### config.mk
export PLATFORM = sky130hd
export DESIGN_NAME = rfile_mp
export DESIGN_NICKNAME = d
export VERILOG_FILES = /design/src/rtl/rfile_pkg.sv /design/src/rtl/rfile_clr_fsm.sv /design/src/rtl/rfile_mp.sv
export SDC_FILE = /design/constraint.sdc
export NUM_CORES = 2
export LEC_CHECK = 0
export CAP_MARGIN = 25
export CELL_PAD_IN_SITES_DETAIL_PLACEMENT = 1
export CELL_PAD_IN_SITES_GLOBAL_PLACEMENT = 1
export CORE_MARGIN = 4
export CORE_UTILIZATION = 47
export CTS_CLUSTER_SIZE = 14
export DETAILED_ROUTE_END_ITERATION = 8
export GPL_ROUTABILITY_DRIVEN = 1
export PLACE_DENSITY = 0.8
export SYNTH_ARGS = -nofsm -noshare
export SYNTH_HDL_FRONTEND = slang
export SYNTH_SLANG_ARGS = --single-unit
### constraint.sdc
create_clock -name Clk -period 2.62 [get_ports Clk]
set_clock_uncertainty 0.2 [all_clocks]
set_input_delay 0.393 -clock Clk [delete_from_list [all_inputs] [get_ports Clk]]
set_output_delay 0.393 -clock Clk [all_outputs]
set_load 0.01 [all_outputs]
### src/rtl/rfile_pkg.sv
// Shared types and default sizes for the multi-port register file and the decode stage.
package rfile_pkg;

  localparam int RF_DATA_WIDTH = 32;
  localparam int RF_NUM_REG    = 32;

  typedef enum logic [1:0] {
    IDLE  = 2'd0,
    CLEAR = 2'd1,
    DONE  = 2'd2
  } rf_clr_state_e;

endpackage

### src/rtl/rfile_clr_fsm.sv
// Sequenced clear engine: walks every register once, then pulses clr_done.
module rfile_clr_fsm
  import rfile_pkg::*;
#(
  parameter int NUM_REG    = RF_NUM_REG,
  parameter int ADDR_WIDTH = $clog2(NUM_REG)
) (
  input  logic                  Clk,
  input  logic                  reset_n,
  input  logic                  clr_req,
  output logic                  clr_busy,
  output logic                  clr_done,
  output logic                  clr_we,
  output logic [ADDR_WIDTH-1:0] clr_addr,
  output logic                  clr_idle
);

  // The extra pointer bit lets a power-of-two NUM_REG finish without wrapping.
  localparam logic [ADDR_WIDTH:0] LAST_PTR = (ADDR_WIDTH+1)'(NUM_REG - 1);

  rf_clr_state_e         r_state;
  logic [ADDR_WIDTH:0]   r_ptr;
  logic                  r_busy;
  logic                  r_done;
  logic                  r_idle;

  // State, pointer and registered status flags.
  always_ff @(posedge Clk or negedge reset_n) begin
    if (!reset_n) begin
      r_state <= IDLE;
      r_ptr   <= '0;
      r_busy  <= 1'b0;
      r_done  <= 1'b0;
      r_idle  <= 1'b1;
    end else begin
      case (r_state)
        IDLE: begin
          r_done <= 1'b0;
          if (clr_req) begin
            r_state <= CLEAR;
            r_ptr   <= '0;
            r_busy  <= 1'b1;
            r_idle  <= 1'b0;
          end
        end
        CLEAR: begin
          r_ptr <= r_ptr + (ADDR_WIDTH+1)'(1);
          if (r_ptr == LAST_PTR) begin
            r_state <= DONE;
            r_busy  <= 1'b0;
            r_done  <= 1'b1;
          end
        end
        DONE: begin
          r_state <= IDLE;
          r_done  <= 1'b0;
          r_idle  <= 1'b1;
        end
        default: begin
          r_state <= IDLE;
          r_ptr   <= '0;
          r_busy  <= 1'b0;
          r_done  <= 1'b0;
          r_idle  <= 1'b1;
        end
      endcase
    end
  end

  assign clr_busy = r_busy;
  assign clr_done = r_done;
  assign clr_we   = r_busy;
  assign clr_addr = r_ptr[ADDR_WIDTH-1:0];
  assign clr_idle = r_idle;

endmodule

### src/rtl/rfile_mp.sv
// Multi-port register file with two prioritised write ports, write-to-read bypass,
// a per-register pending scoreboard and a hardware clear engine.
module rfile_mp
  import rfile_pkg::*;
#(
  parameter int DATA_WIDTH = RF_DATA_WIDTH,
  parameter int NUM_REG    = RF_NUM_REG,
  parameter int ADDR_WIDTH = $clog2(NUM_REG),
  parameter int NUM_RD     = 2,
  parameter int ZERO_REG   = 1
) (
  input  logic                                 Clk,
  input  logic                                 reset_n,
  input  logic                                 wr0_en,
  input  logic [ADDR_WIDTH-1:0]                wr0_addr,
  input  logic [DATA_WIDTH-1:0]                wr0_data,
  input  logic                                 wr1_en,
  input  logic [ADDR_WIDTH-1:0]                wr1_addr,
  input  logic [DATA_WIDTH-1:0]                wr1_data,
  input  logic [NUM_RD-1:0][ADDR_WIDTH-1:0]    rd_addr,
  output logic [NUM_RD-1:0][DATA_WIDTH-1:0]    rd_data,
  output logic [NUM_RD-1:0]                    rd_pending,
  input  logic                                 sb_set_en,
  input  logic [ADDR_WIDTH-1:0]                sb_set_addr,
  input  logic                                 clr_req,
  output logic                                 clr_busy,
  output logic                                 clr_done
);

  localparam logic [ADDR_WIDTH:0] REG_CNT = (ADDR_WIDTH+1)'(NUM_REG);
  localparam bit                  ZR      = (ZERO_REG != 0);

  logic [DATA_WIDTH-1:0] r_mem [NUM_REG];
  logic [NUM_REG-1:0]    r_sb;

  logic                  w_clr_we;
  logic [ADDR_WIDTH-1:0] w_clr_addr;
  logic                  w_idle;
  logic                  w_wr0_ok;
  logic                  w_wr1_ok;
  logic                  w_set_ok;
  logic [NUM_REG-1:0]    w_wr0_hit;
  logic [NUM_REG-1:0]    w_wr1_hit;
  logic [NUM_REG-1:0]    w_set_hit;
  logic [NUM_REG-1:0]    w_clr_hit;
  logic [NUM_REG-1:0]    w_sb_next;
  logic [NUM_RD-1:0]     w_byp0;
  logic [NUM_RD-1:0]     w_byp1;

  // An address is backed by storage if it is in range and not the hardwired zero.
  function automatic logic addr_live(input logic [ADDR_WIDTH-1:0] a);
    return ({1'b0, a} < REG_CNT) && !(ZR && (a == '0));
  endfunction

  rfile_clr_fsm #(
    .NUM_REG    (NUM_REG),
    .ADDR_WIDTH (ADDR_WIDTH)
  ) u_clr_fsm (
    .Clk      (Clk),
    .reset_n  (reset_n),
    .clr_req  (clr_req),
    .clr_busy (clr_busy),
    .clr_done (clr_done),
    .clr_we   (w_clr_we),
    .clr_addr (w_clr_addr),
    .clr_idle (w_idle)
  );

  assign w_wr0_ok = wr0_en    && w_idle && addr_live(wr0_addr);
  assign w_wr1_ok = wr1_en    && w_idle && addr_live(wr1_addr);
  assign w_set_ok = sb_set_en && w_idle && addr_live(sb_set_addr);

  // Per-register decode of every update source and the next scoreboard value.
  always_comb begin
    w_wr0_hit = '0;
    w_wr1_hit = '0;
    w_set_hit = '0;
    w_clr_hit = '0;
    w_sb_next = r_sb;
    for (int r = 0; r < NUM_REG; r++) begin
      w_wr0_hit[r] = w_wr0_ok && (wr0_addr    == ADDR_WIDTH'(r));
      w_wr1_hit[r] = w_wr1_ok && (wr1_addr    == ADDR_WIDTH'(r));
      w_set_hit[r] = w_set_ok && (sb_set_addr == ADDR_WIDTH'(r));
      w_clr_hit[r] = w_clr_we && (w_clr_addr  == ADDR_WIDTH'(r));
      // A new producer issued in the same cycle as a writeback keeps the bit set.
      if (w_clr_hit[r]) begin
        w_sb_next[r] = 1'b0;
      end else if (w_set_hit[r]) begin
        w_sb_next[r] = 1'b1;
      end else if (w_wr0_hit[r] || w_wr1_hit[r]) begin
        w_sb_next[r] = 1'b0;
      end else begin
        w_sb_next[r] = r_sb[r];
      end
    end
  end

  // Storage and scoreboard update; port 1 overrides port 0 on a shared address.
  always_ff @(posedge Clk or negedge reset_n) begin
    if (!reset_n) begin
      for (int r = 0; r < NUM_REG; r++) begin
        r_mem[r] <= '0;
      end
      r_sb <= '0;
    end else begin
      for (int r = 0; r < NUM_REG; r++) begin
        if (w_clr_hit[r]) begin
          r_mem[r] <= '0;
        end else if (w_wr1_hit[r]) begin
          r_mem[r] <= wr1_data;
        end else if (w_wr0_hit[r]) begin
          r_mem[r] <= wr0_data;
        end
      end
      r_sb <= w_sb_next;
    end
  end

  // Read ports with bypass; outside IDLE the write oks are low, so no bypass occurs.
  always_comb begin
    w_byp0     = '0;
    w_byp1     = '0;
    rd_data    = '0;
    rd_pending = '0;
    for (int i = 0; i < NUM_RD; i++) begin
      w_byp1[i] = w_wr1_ok && (wr1_addr == rd_addr[i]);
      w_byp0[i] = w_wr0_ok && (wr0_addr == rd_addr[i]);
      if (w_byp1[i]) begin
        rd_data[i] = wr1_data;
      end else if (w_byp0[i]) begin
        rd_data[i] = wr0_data;
      end else if (addr_live(rd_addr[i])) begin
        rd_data[i] = r_mem[rd_addr[i]];
      end else begin
        rd_data[i] = '0;
      end
      rd_pending[i] = addr_live(rd_addr[i]) && r_sb[rd_addr[i]] && !(w_byp0[i] || w_byp1[i]);
    end
  end

endmodule

==> impl_metrics.tcl, run 1 <==
set metrics [dict create \
    outcome "aborted with a tool error" \
    stop_stage "global routing" \
    stop_error "[ERROR GRT-0232] Routing congestion too high. Check the congestion heatmap in the GUI." \
    die_w_microns 392 \
    start_util_pct 47.4 \
    cts_made_buffers 119 \
    syn_area_per_cell_sq_um 11.4 \
    gp_congestion 1.06 \
    overflow 2 \
    syn_area_sq_um 69200 \
    syn_nets 6179 \
    pre_cts_ws_ns -1.49 \
    synthDistinctLibCells 68 \
    track_usage_pct 78.5 \
    clock_sinks 1067 \
    htree_levels 3 \
    place_area_sq_um 83100 \
    ys_seq_area_share_pct 38.6 \
    cts_root_buffer "clkbuf_16" \
    portBuffers 162 \
    die_h_microns 392 \
    cts_max_path_buffers 3 \
    dp_hpwl_microns 251000 \
    grt_max_degree 128 \
    rows 140 \
    io_pins 163 \
    synthFlopType "dfrtp_1" \
    ys_ff_latch 1067 \
    synth_edf_count 0 \
    yosys_warnings 0 \
    async_reset_ff_share_pct 100 \
    synthCells 6078 \
]
cells by family after synthesis:
group / synth area share (%)
simple gates: 8.09
fa+ha+maj: 0.109
compound gates: 15.8
xor+xnor: 0.291
buf+inv: 5.47
flops: 38.6
mux: 31.7
metal layers:
layer	global-route usage, %	overflow
met4	75.6	0
met3	73.9	0
met5	65.6	0
met1	75.4	0
met2	88.1	2
Yosys cell counts, types with 22 or more instances:
cell type	n	area [sq um]
dfrtp_1	1066	26700
mux2i_1	1005	10100
nor2_1	676	2540
a211oi_1	609	4570
clkbuf_1	526	1970
mux4_2	520	11700
o2bb2ai_1	352	3080
buf_2	161	806
nand2_1	135	507
o22ai_1	127	795
a22oi_1	126	946
buf_1	87	327
nand3_1	82	410
buf_4	70	526
and3_1	62	388
and2_1	60	375
or2_2	34	213
o31ai_1	32	240
a311o_1	23	230
nand3b_1	22	165
through the flow:
step                TNS [ns]  std cells
floorplan              -1.39       6078
global placement     -208.08       8564
detailed placement   -280.08       8564
CTS                  -103.76       8886
timing repair:
action | CTS
cloned | 20
setup buffers | 94
hold buffers | 2
pin swaps | 63
hold endpoints to repair | 1067
setup endpoints to repair | 194
gates resized for setup | 514
==> run 2: changes to the inputs <==
==> config.mk (replaced) <==
export PLATFORM = sky130hd
export DESIGN_NAME = rfile_mp
export DESIGN_NICKNAME = d
export VERILOG_FILES = /design/src/rtl/rfile_pkg.sv /design/src/rtl/rfile_clr_fsm.sv /design/src/rtl/rfile_mp.sv
export SDC_FILE = /design/constraint.sdc
export NUM_CORES = 2
export LEC_CHECK = 0
export CAP_MARGIN = 25
export CORE_MARGIN = 4
export CORE_UTILIZATION = 40
export DETAILED_ROUTE_END_ITERATION = 8
export GPL_ROUTABILITY_DRIVEN = 1
export PLACE_DENSITY_LB_ADDON = 0.15
export SYNTH_ARGS = -nofsm -noshare
export SYNTH_HDL_FRONTEND = slang
export SYNTH_SLANG_ARGS = --single-unit
==> constraint.sdc (replaced) <==
create_clock -name Clk -period 3.41 [get_ports Clk]
set_clock_uncertainty 0.2 [all_clocks]
set_input_delay 0.5115 -clock Clk [delete_from_list [all_inputs] [get_ports Clk]]
set_output_delay 0.5115 -clock Clk [all_outputs]
set_load 0.01 [all_outputs]
==> impl_metrics.tcl, run 2 <==
set metrics [dict create \
    outcome "finished, violations left" \
    violations "setup timing" \
    ant_nets 0 \
    netlist.area_leader.share_pct 38.6 \
    critPathMaxStageDelay_ns 0.56 \
    ys_ff_latch 1067 \
    cp_max_fo 8 \
    yosysMostFrequentCell "dfrtp_1" \
    setup_viol 65 \
    mostFrequentLayoutCells "dfrtp_1, mux2i_1, nor2_1" \
    drtIter0Drc 7916 \
    vias 59300 \
    ir_drop_mv 0.360 \
    start_util_pct 40.3 \
    synthTopCellsByCount "dfrtp_1, mux2i_1, nor2_1, a211oi_1, clkbuf_1" \
    coreArea_sq_um 172000 \
    setup.worst_path.start_class "primary input" \
    maxSlewViolCount 0 \
    timing.final.hold_violations 0 \
    area_delta_synth_final_pct 21.1 \
    tightest_slew_ns 1.10 \
    grt_pass1_vias 58100 \
    fmax_mhz 262 \
    finalCriticalPeriod_ns 3.81 \
    r2r_cells 8 \
    largest_reg_flops 1024 \
    drc 0 \
    fillCellCount 15100 \
    power_density_nw_per_um2 711 \
    gp_congestion 0.990 \
    largest_register "r_mem" \
    slew_headroom_pct 26.3 \
    cap_viol_max_count 0 \
    multi_input_area_sq_um 39900 \
    cts_root_buffer "clkbuf_16" \
    track_usage_pct 35.1 \
    syn_area_per_cell_sq_um 11.4 \
    vias_per_cell 6.86 \
    final_common_cell "dfrtp_1" \
    synthTopCellsByArea "dfrtp_1, mux4_2, mux2i_1" \
    cts_max_path_buffers 3 \
    syn_area_sq_um 69200 \
    io_pins 163 \
    overflow 0 \
    worstPathRequired_ns 2.70 \
    final_cells 8648 \
    arrival_ns 3.10 \
    die_area_sq_um 180000 \
    synth_top_area_cell "dfrtp_1" \
    nets 6334 \
    crit_type "in2out" \
    path_clk_slew_ns 0.05 \
    cts_made_buffers 134 \
    synthDistinctLibCells 68 \
    rsz0062_at_grt "yes" \
    htree_levels 4 \
    yosys_warnings 0 \
    grt_max_degree 127 \
    clock_sinks 1067 \
    seqCellArea_sq_um 26700 \
    portBuffers 162 \
    path_common_cell "buf_12" \
    async_reset_ff_share_pct 100 \
    synth_edf_count 0 \
    dp_hpwl_microns 204000 \
    crit_path_top_delay_cell "or4_4" \
    grt_pass1_wl_microns 455000 \
    p_leak_nw 32.9 \
    post_drt_wl_per_cell_microns 37.3 \
    place_inst 8353 \
    synthCells 6078 \
    worstSetupEndpointType "output pin" \
    rows 152 \
    syn_nets 6179 \
    hp-class "in2async" \
    ys_seq_area_share_pct 38.6 \
    antenna_found_initial 8 \
    fin_crit_sh_pct 112 \
    drive_gt1_share_pct 27.8 \
    setup_slack_ns -0.401 \
    clock_latency_ns 0.78 \
    top_regs "r_mem x1024, r_sb x32, u_clr_fsm.r_ptr x6" \
    cts_tree "done" \
    crit_chain "clkdlybuf4s50_1 -> buf_4 -> xor2_1 -> or4_4 -> nor4_4 -> buf_6 -> a211o_4 -> buf_12 -> buf_12 -> clkbuf_16 -> o311ai_2 -> buf_2" \
    first_pass_iters 8 \
    fin_util_pct 48.8 \
    drt_wl_total_microns 322000 \
    synthFlopType "dfrtp_1" \
    die_h_microns 424 \
    die_w_microns 424 \
]
## run 2: critical path: cells and delay by family
kind / cells / cell delay [ns]
simple gates: 2 / 0.72
buf+inv: 7 / 1.43
xor+xnor: 1 / 0.14
compound gates: 2 / 0.27
## run 2: logic make-up after synthesis
| family | count (synthesis) | share of synthesized area, % |
|---|---|---|
| buf+inv | 864 | 5.47 |
| mux | 1533 | 31.7 |
| compound gates | 1383 | 15.8 |
| simple gates | 1202 | 8.09 |
| flops | 1067 | 38.6 |
| fa+ha+maj | 6 | 0.109 |
| xor+xnor | 23 | 0.291 |
## run 2: path summary, 6_finish.rpt
kind | start | to | slack, ns
max reg2reg | u_clr_fsm.clr_idle | r_mem[405] | 0.32
max | wr0_addr[0] | rd_data[9] | -0.40
min | reset_n | r_mem[86] | 0.07
max in group asynchronous | reset_n | r_mem[403] | 1.71
min in group Clk | u_clr_fsm.r_state[1] | u_clr_fsm.r_state[0] | 0.26
min reg2reg | u_clr_fsm.r_state[1] | u_clr_fsm.r_state[0] | 0.26
## run 2: report_power, final
part           leakage, nW  switching [W]  internal [W]
Combinational         16.8        0.00989        0.0114
Clock                 2.25        0.00614       0.00898
Sequential            13.9        0.00472        0.0184
Total                 32.9         0.0207        0.0388
## run 2: layer usage
metal | track usage, % | vias to the layer above | part of all wire (%)
li1 | - | 23700 | -
met1 | 45.4 | 30600 | 38
met2 | 53.3 | 3942 | 45
met3 | 8.73 | 1009 | 10
met4 | 21.3 | 2 | 7.1
met5 | 0 | - | 0.0040
## run 2: area by class of cell
type                    count  share of cell area (%)
diodes                      4                  0.0120
clock buffers             200                    4.80
clock inverters            37                   0.622
inverters                  10                  0.0493
multi-input cells        4149                    47.7
flip-flops and latches   1067                    31.9
well taps                2310                    3.45
repair buffers            871                    11.5
## run 2: what timing repair did
action,4_1_cts,5_1_grt
cloned,6,2
setup endpoints to repair,66,66
endpoints found under the hold margin,263,0
resized for setup,408,58
hold buffers,1,0
setup buffers,54,16
pin swaps,45,29
## run 2: metrics by stage
stage	total power [W]	setup WS, ns	setup TNS, ns	hold slack [ns]	area [sq um]
3_3_place_gp	0.0430	-1.05	-48.96	0.237	78000
6_report	0.0596	-0.401	-18.39	0.0656	83700
2_1_floorplan	0.0353	0.392	0	0.0159	69200
3_5_place_dp	0.0435	-0.960	-49.03	0.246	78000
5_1_grt	0.0619	-0.447	-22.52	0.0808	83700
4_1_cts	0.0589	-0.502	-22.03	0.0271	83400
No activity file was read; power rests on OpenSTA's default activity.
